==> src/rtl/cic_pkg.sv <==
// Shared types and defaults for the time-multiplexed CIC comb scheduler.
// Holds the FSM state encoding, channel IDs and default datapath sizes.
package cic_pkg;

  typedef enum logic [1:0] {
    ST_IDLE = 2'd0,
    ST_RUN  = 2'd1,
    ST_DONE = 2'd2
  } state_t;

  localparam logic CH_I = 1'b0;
  localparam logic CH_Q = 1'b1;

  localparam int DEF_WIDTH    = 20;
  localparam int DEF_STAGES   = 3;
  localparam int DEF_OUT_BITS = 16;

  // Stage-index width; a single-stage comb still needs a 1-bit index.
  function automatic int stg_bits(input int stages);
    return (stages > 1) ? $clog2(stages) : 1;
  endfunction

endpackage

==> src/rtl/cic_delay_bank.sv <==
// Per-channel comb delay registers: 2 x STAGES words, one combinational read
// port and one write port sharing the {ch, stg} address, cleared on rst.
module cic_delay_bank
  import cic_pkg::*;
#(
  parameter int WIDTH  = DEF_WIDTH,
  parameter int STAGES = DEF_STAGES,
  parameter int SW     = stg_bits(STAGES)
) (
  input  logic             clk,
  input  logic             rst,
  input  logic             ch_i,
  input  logic [SW-1:0]    stg_i,
  input  logic             we_i,
  input  logic [WIDTH-1:0] wr_data_i,
  output logic [WIDTH-1:0] rd_data_o
);

  logic [WIDTH-1:0] mem_q [2][STAGES];

  assign rd_data_o = mem_q[ch_i][stg_i];

  // NOTE: these are flops, not a RAM macro, so a full clear is legal; stale
  // delay contents would corrupt the first samples after a reset.
  always_ff @(posedge clk) begin
    if (rst) begin
      for (int c = 0; c < 2; c++) begin
        for (int s = 0; s < STAGES; s++) begin
          mem_q[c][s] <= '0;
        end
      end
    end else if (we_i) begin
      mem_q[ch_i][stg_i] <= wr_data_i;
    end
  end

endmodule

==> src/rtl/cic_comb_sched.sv <==
// Shared-subtractor comb scheduler for the I/Q CIC decimators: captures one
// sample per channel, round-robins between I and Q, emits paired outputs.
module cic_comb_sched
  import cic_pkg::*;
#(
  parameter int WIDTH    = DEF_WIDTH,
  parameter int STAGES   = DEF_STAGES,
  parameter int OUT_BITS = DEF_OUT_BITS
) (
  input  logic                CLK,
  input  logic                RST,
  input  logic                i_tick,
  input  logic [WIDTH-1:0]    i_sample,
  input  logic                q_tick,
  input  logic [WIDTH-1:0]    q_sample,
  output logic [OUT_BITS-1:0] i_out,
  output logic [OUT_BITS-1:0] q_out,
  output logic                out_tick,
  output logic                busy,
  output logic                overrun
);

  localparam int            SW       = stg_bits(STAGES);
  localparam logic [SW-1:0] LAST_STG = SW'(STAGES - 1);

  state_t              state_q, state_d;
  logic [1:0]          pend_q, pend_d;
  logic [1:0]          done_q, done_d;
  logic [WIDTH-1:0]    samp_i_q, samp_i_d;
  logic [WIDTH-1:0]    samp_q_q, samp_q_d;
  logic [WIDTH-1:0]    opnd_q, opnd_d;
  logic                ch_q, ch_d;
  logic                last_q, last_d;
  logic [SW-1:0]       stg_q, stg_d;
  logic [OUT_BITS-1:0] i_out_q, i_out_d;
  logic [OUT_BITS-1:0] q_out_q, q_out_d;
  logic                out_tick_q, out_tick_d;
  logic                overrun_q, overrun_d;

  logic                grant;
  logic                grant_ch;
  logic                dly_we;
  logic [WIDTH-1:0]    dly_rd;
  logic [WIDTH-1:0]    diff;
  logic [1:0]          ticks;
  logic [1:0]          consumed;

  cic_delay_bank #(
    .WIDTH  (WIDTH),
    .STAGES (STAGES),
    .SW     (SW)
  ) u_dly (
    .clk       (CLK),
    .rst       (RST),
    .ch_i      (ch_q),
    .stg_i     (stg_q),
    .we_i      (dly_we),
    .wr_data_i (opnd_q),
    .rd_data_o (dly_rd)
  );

  // Modulo-2^WIDTH difference; wrap-around is what makes the CIC exact.
  assign diff = opnd_q - dly_rd;

  // NOTE: every variable gets a default before the case so no path leaves
  // it unassigned, which would otherwise infer a latch.
  always_comb begin
    state_d    = state_q;
    ch_d       = ch_q;
    last_d     = last_q;
    stg_d      = stg_q;
    opnd_d     = opnd_q;
    done_d     = done_q;
    i_out_d    = i_out_q;
    q_out_d    = q_out_q;
    out_tick_d = 1'b0;
    grant      = 1'b0;
    grant_ch   = ch_q;
    dly_we     = 1'b0;

    unique case (state_q)
      ST_IDLE: begin
        if (|pend_q) begin
          grant    = 1'b1;
          grant_ch = (pend_q == 2'b11) ? ~last_q : pend_q[CH_Q];
          ch_d     = grant_ch;
          last_d   = grant_ch;
          opnd_d   = (grant_ch == CH_Q) ? samp_q_q : samp_i_q;
          stg_d    = '0;
          state_d  = ST_RUN;
        end
      end
      ST_RUN: begin
        dly_we = 1'b1;
        opnd_d = diff;
        if (stg_q == LAST_STG) begin
          stg_d   = '0;
          state_d = ST_DONE;
        end else begin
          stg_d = stg_q + SW'(1);
        end
      end
      ST_DONE: begin
        if (ch_q == CH_Q) q_out_d = opnd_q[WIDTH-1 -: OUT_BITS];
        else              i_out_d = opnd_q[WIDTH-1 -: OUT_BITS];
        if (done_q[~ch_q]) begin
          out_tick_d = 1'b1;
          done_d     = 2'b00;
        end else begin
          done_d[ch_q] = 1'b1;
        end
        state_d = ST_IDLE;
      end
      default: state_d = ST_IDLE;
    endcase
  end

  // A tick in the grant cycle of its own channel is a fresh sample, not an overrun.
  always_comb begin
    ticks     = {q_tick, i_tick};
    consumed  = {grant & (grant_ch == CH_Q), grant & (grant_ch == CH_I)};
    pend_d    = (pend_q & ~consumed) | ticks;
    samp_i_d  = i_tick ? i_sample : samp_i_q;
    samp_q_d  = q_tick ? q_sample : samp_q_q;
    overrun_d = overrun_q | (|(ticks & pend_q & ~consumed));
  end

  // NOTE: sequential state uses non-blocking assignments only, so every flop
  // samples the pre-edge value regardless of statement order.
  always_ff @(posedge CLK) begin
    if (RST) begin
      state_q    <= ST_IDLE;
      pend_q     <= '0;
      done_q     <= '0;
      samp_i_q   <= '0;
      samp_q_q   <= '0;
      opnd_q     <= '0;
      ch_q       <= CH_I;
      last_q     <= CH_Q;
      stg_q      <= '0;
      i_out_q    <= '0;
      q_out_q    <= '0;
      out_tick_q <= 1'b0;
      overrun_q  <= 1'b0;
    end else begin
      state_q    <= state_d;
      pend_q     <= pend_d;
      done_q     <= done_d;
      samp_i_q   <= samp_i_d;
      samp_q_q   <= samp_q_d;
      opnd_q     <= opnd_d;
      ch_q       <= ch_d;
      last_q     <= last_d;
      stg_q      <= stg_d;
      i_out_q    <= i_out_d;
      q_out_q    <= q_out_d;
      out_tick_q <= out_tick_d;
      overrun_q  <= overrun_d;
    end
  end

  assign i_out    = i_out_q;
  assign q_out    = q_out_q;
  assign out_tick = out_tick_q;
  assign overrun  = overrun_q;
  assign busy     = (state_q != ST_IDLE) | grant;

endmodule

==> config.mk <==
export PLATFORM = sky130hd
export DESIGN_NAME = cic_comb_sched
export DESIGN_NICKNAME = d
export VERILOG_FILES = /design/src/rtl/cic_pkg.sv /design/src/rtl/cic_delay_bank.sv /design/src/rtl/cic_comb_sched.sv
export SDC_FILE = /design/constraint.sdc
export NUM_CORES = 1
export LEC_CHECK = 0
export BUFFER_PORTS_ARGS = -buffer_cell sky130_fd_sc_hd__buf_2
export CORE_MARGIN = 3
export CORE_UTILIZATION = 60
export CTS_CLUSTER_DIAMETER = 80
export CTS_CLUSTER_SIZE = 40
export DETAILED_ROUTE_END_ITERATION = 8
export PLACE_DENSITY = 0.9
export SYNTH_ARGS = -nofsm -noshare
export SYNTH_HDL_FRONTEND = slang
export SYNTH_HIERARCHICAL = 1
export SYNTH_SLANG_ARGS = --single-unit
export TNS_END_PERCENT = 1
==> constraint.sdc <==
create_clock -name CLK -period 6.1 [get_ports CLK]
set_input_delay 0.915 -clock CLK [delete_from_list [all_inputs] [get_ports CLK]]
set_output_delay 0.915 -clock CLK [all_outputs]
set_load 0.05 [all_outputs]
## Word level (Yosys, flattened, before mapping)

Memory sizes are Yosys's and may differ from the RTL's. A register that Yosys moved wholly into a read port is not among the register bits.
Index checks and enable logic that the tools add are counted.

| cells by class | value |
|---|---|
| order comparisons | 5 |
| multiplexer cells | 35 |
| $add $sub $neg | 2 |
| bitwise operators | 15 |
| equal/unequal tests | 6 |
| reductions and logical operators | 14 |

Operator list:

| cell | number |
|---|---|
| 2-to-1 mux 60 bit | 3 |
| 2-to-1 mux 20 bit | 5 |
| OR reduction 60 bit | 1 |
| binary-select mux 20 bit (select 2 bit) | 1 |
| demux 20 bit (select 2 bit) | 1 |
| one-hot mux 20 bit (2 select lines) | 1 |
| subtractor 20 bit | 1 |
| 2-to-1 mux 1 bit | 16 |
| 2-to-1 mux 2 bit | 5 |
| AND reduction 2 bit | 5 |
| one-hot mux 2 bit (2 select lines) | 2 |
| bitwise AND 2 bit | 3 |
| == test 2 bit (second input constant) | 3 |
| OR reduction 2 bit | 3 |
| < comparator 1 x 2 -> 1 bit (second input constant) | 2 |
| != test 2 bit (second input constant) | 2 |
| NOT 1 bit | 4 |
| bitwise OR 2 bit | 2 |
| nonzero test 2 bit | 2 |
| >= comparator 3 bit (second input constant) | 1 |
| < comparator 3 x 1 -> 1 bit (second input constant) | 1 |
| NOT 2 -> 3 bit | 1 |
| adder 2 x 1 -> 2 bit (second input constant) | 1 |
| bitwise AND 1 bit | 2 |
| 7 further kinds | 9 |

| storage, ports and cells | value |
|---|---|
| output and inout port bits | 35 |
| bits in registers | 104 |
| memory bits (writable) | 120 |
| memories | 1 |
| input port bits | 44 |

Memories:

| memory | depth | bits a word | rd ports | clocked after Yosys merged registers in | wr ports | RTL line | RTL |
|---|---|---|---|---|---|---|---|
| u_dly.mem_q | 2 | 60 | 1 | 1 | 2 | cic_delay_bank.sv:19 | `logic [WIDTH-1:0] mem_q [2][STAGES];` |

## Longest topological paths before layout

| logic depth | value |
|---|---|
| word-level depth | 10 |
| depth in mapped cells | 14 |
| gate-level depth less buffers | 12 |

## By module

The synthesis kept the hierarchy.

Modules (own cells, without submodules):

| module | cells an instance | sequential area each (sq um) | times used | area each (sq um) |
|---|---|---|---|---|
| cic_delay_bank | 364 | 3603.5 | 1 | 5333.9 |
| cic_comb_sched | 657 | 2082.0 | 1 | 5188.7 |

## Worst setup path before layout

No wires, ideal clock.

| timing path | value |
|---|---|
| kind | flip-flop to flip-flop |
| from | register, netlist name ch_q |
| to | register opnd_q[17] |
| setup time | 0.130 ns |
| path slack | 3.162 ns |
| arrival time | 2.808 ns |
| stages on the path, launching flop included | 14 |
| buffers on the path | 2 |
| cells stage by stage | dfxtp_1 buf_2 buf_2 mux2_2 nand2_1 o221ai_1 inv_1 ha_1 a21o_1 a311oi_2 o21bai_2 o41ai_2 xor2_1 o22ai_1 |

RTL lines:

| what | RTL line | RTL |
|---|---|---|
| to (signal assigned) | cic_comb_sched.sv:151 | `opnd_q <= opnd_d;` |
| to (decl) | cic_comb_sched.sv:31 | `logic [WIDTH-1:0] opnd_q, opnd_d;` |

## Worst setup path after layout

| timing path | value |
|---|---|
| from | register stg_q[1] |
| to | register opnd_q[7] |

| on the way | value |
|---|---|
| cells in the longest elaborated chain, start to end | 6 |

Ends and longest elaborated chain:

| what | RTL line | RTL |
|---|---|---|
| from (decl) | cic_comb_sched.sv:34 | `logic [SW-1:0] stg_q, stg_d;` |
| from (signal assigned) | cic_comb_sched.sv:154 | `stg_q <= stg_d;` |
| NOT 2 -> 3 bit (not written as such) | cic_delay_bank.sv:21 | `assign rd_data_o = mem_q[ch_i][stg_i];` |
| binary-select mux 20 bit (select 2 bit) | cic_delay_bank.sv:21 |  |
| 2-to-1 mux 20 bit (not written as such) (2 in a row) | cic_delay_bank.sv:21 |  |
| net dly_rd[1] | cic_comb_sched.sv:43 | `logic [WIDTH-1:0] dly_rd;` |
| subtractor 20 bit | cic_comb_sched.sv:63 | `assign diff = opnd_q - dly_rd;` |
| one-hot mux 20 bit (2 select lines) | cic_comb_sched.sv:81 | `unique case (state_q)` |

The timed path passes the listed nets, and every way through them passes these cells. The select of a mux whose other input is x is not followed.
A chain may end at the register's enable or synchronous reset.

==> impl_metrics.toml <==
[grt]
grt_overflow = 0
first_global_vias = 7534
grt_pass1_wl_um = 39690
grt.total_usage_pct = 25.29
antenna_found_initial = 0
grt_start_max_net_pins = 111

[floorplan]
die_area_sq_um = 19160
ios = 79
fp.dieH_um = 138.4
die_w_um = 138.4
core_area_sq_um = 16880
rows = 47
start_util_pct = 62.35

[worst_setup_path]
r2r_cells = 10
worstPathArrival_ns = 4.21
cp-startpoint = "stg_q[1]"
crit_path_max_fanout = 22
critPathCaptureType = "register"
crit_required_ns = 6.47
setup.worst_path.class = "register to register"
worstPathCellList = "nand2b_1 > o221ai_1 > inv_1 > ha_1 > nor2b_1 > o31ai_2 > a21oi_1 > o21ai_2 > a2111oi_0 > a311o_1"
cpMaxStageDelayCell = "nand2b_1"
cp-endpoint = "opnd_q[7]"
reg2reg_from = "stg_q[1]"
worstReg2RegEnd = "opnd_q[7]"
startpoint_type = "register"
critical_path.max_stage_delay_ns = 0.66
r2r_slack_ns = 2.26

[timing]
relSlewSlack_pct = 13.65
tns_ns = 0
setup_violations = 0
slew_violations = 0
timing.final.ws_setup_ns = 2.261
worstMarginPinSlew_ns = 1.294
worst_clock_skew_ns = 0.04324
rsz0062_at_grt = "false"
max_freq_mhz = 260.5
layout_min_cycle_time_ns = 3.839
finalHoldViolCount = 0
finalCritPeriodShare_pct = 62.93

[detailed_routing]
wl_per_cell_um = 19.70
routed_via_density = 6.082
routed_wl_um = 25140
drtPass1Iterations = 5
num_vias = 7760
drc = 0
ant_nets = 0
drtIter0Drc = 803

[clock_network]
cts.clk_slew.worst_paths_ns = 0.14
clockBufferDepth = 3
cts_tree = "yes"
cts_sinks = 224
cts_root_buf = "clkbuf_16"
clk_latency_ns = 0.48
cts_buffers = 11
postCtsHoldBufs = 0
cts_max_level = 1
post_cts_resized = 0
postCtsSetupRepairBufs = 0

[placement]
preCtsSetupSlack_ns = 2.129
dp_hpwl_um = 16690
gpl.final_weighted_congestion = 0.9439
port_buffers = 78
dp.cells = 1259

[yosys]
synth.avg_cell_area_sq_um = 10.31
synth_nets = 1085
yosysMostFrequentCell = "nand2_1"
syn_area_sq_um = 10520
synth-seq-cells = 224
synth_warnings = 6
ys_top_cells_by_count = "nand2_1 (154), edfxtp_1 (120), dfxtp_1 (104)"
synth_top_area_share_pct = 34.24
syn_inst = 1021
ys.flop_type = "edfxtp_1"
synth_edf_count = 120
ys_types = 67
yosysTopAreaCell = "edfxtp_1"
synthTopCellsByArea = "edfxtp_1 (34%), dfxtp_1 (20%), mux2i_1 (8.3%)"
synth_seq_area_share_pct = 54.03
synthArstFlopShare_pct = 0

[min_path]
hold_class = "register to register"
whs_path_depth = 2

[layout]
final_nets = 1116
register_area_sq_um = 5689
fin_cells = 1276
diodes = 0
drive_above_1_share_pct = 13.35
multi_input_area_sq_um = 4482
syn2layout_area_growth_pct = 8.122
fillers = 1246

[status]
outcome = "completed"

[pwr]
pwr_density_cell_nw_per_um2 = 308.6
vdd_drop_max_mv = 0.2454
p_leak_nw = 4.660

[flow_run]
max_cap_violations = 0
[registers in the layout, summed over array words and instances (netlist names)]
name and count:
stg_q 2, done_q 2, state_q 2, ch_q 1
last_q 1, u_dly/mem_q 120, out_tick 1, opnd_q 20
q_out 16, samp_q_q 20, pend_q 2, samp_i_q 20
i_out 16, overrun 1
[through the flow]
stage | utilization, % | area [sq um] | hold slack, ns | power, mW
5_1_grt | 67.41 | 11380 | 0.4869 | 3.652
3_5_place_dp | 65.09 | 10990 | 0.4431 | 2.621
6_report | 67.41 | 11380 | 0.4619 | 3.510
2_1_floorplan | - | 10520 | 0.4596 | 2.378
4_1_cts | 67.41 | 11380 | 0.4613 | 3.501
3_3_place_gp | 65.09 | 10990 | 0.4431 | 2.598
[cell type report]
class / instances / area share (%)
multi-input combinational: 705 / 39.39
clock inverter: 6 / 1.023
tap: 220 / 2.419
clock buffer: 11 / 2.419
timing repair buffer: 85 / 3.915
sequential: 224 / 50.01
inverter: 25 / 0.8248
[worst max-delay path: cells and delay by family (launching register included)]
kind,cells,cell delay (ns)
AOI/OAI and AO/OA,6,1.87
and+or+nand+nor,2,0.83
DFF,1,0.56
adders and majority gates,1,0.31
buffers and inverters,1,0.14
[layout by cell type, fill, tap and decap left out, types with 8 or more instances in the layout]
cell,synthesis,final
mux2_2,20,20
mux2i_1,87,87
nand2_1,154,154
a21o_1,10,10
a21oi_1,74,73
nor2_1,81,81
edfxtp_1,120,120
o221ai_1,23,23
nand2b_1,9,9
and3_1,43,43
inv_1,24,24
nand3_1,14,14
and2_1,62,62
nor3_1,15,15
buf_4,2,8
clkbuf_16,0,11
dfxtp_1,104,103
buf_2,16,77
o211ai_1,8,8
ha_1,19,19
o21ai_0,13,13
[logic make-up (layout without fill, tap and decap cells)]
family          Yosys count  count (layout)  synth area share, %
simple gates            402             402                18.19
flops                   224             224                54.03
compound gates          168             168                10.70
mux                     107             107                10.42
buf+inv                  92             127                3.543
fa+ha+maj                20              20                2.449
xor+xnor                  8               8               0.6659
[how the worst min path moves through the flow]
stage / start / end / slack [ns]
after global routing: q_out[0] / q_out[0] / 0.49
after detailed placement: q_out[9] / q_out[9] / 0.44
after floorplan: samp_q_q[15] / samp_q_q[15] / 0.46
after CTS: q_out[9] / q_out[9] / 0.46
after global placement: q_out[7] / q_out[7] / 0.44
final: q_out[9] / q_out[9] / 0.46
[metal layers]
metal / global-route usage, % / vias up / share of wire [%]
met1: 35.19 / 3716 / 42
li1: - / 3679 / -
met5: 0 / - / 0
met4: 7.748 / 0 / 3.3
met2: 42.14 / 310 / 48
met3: 2.866 / 55 / 6.4
[power by group]
| group | total [mW] | internal (mW) | switching [mW] | leakage, nW |
|---|---|---|---|---|
| Clock | 0.898 | 0.386 | 0.512 | 0.190 |
| Combinational | 0.797 | 0.310 | 0.487 | 2.37 |
| Sequential | 1.82 | 1.68 | 0.136 | 2.10 |
(Power assumes the default switching activity.)
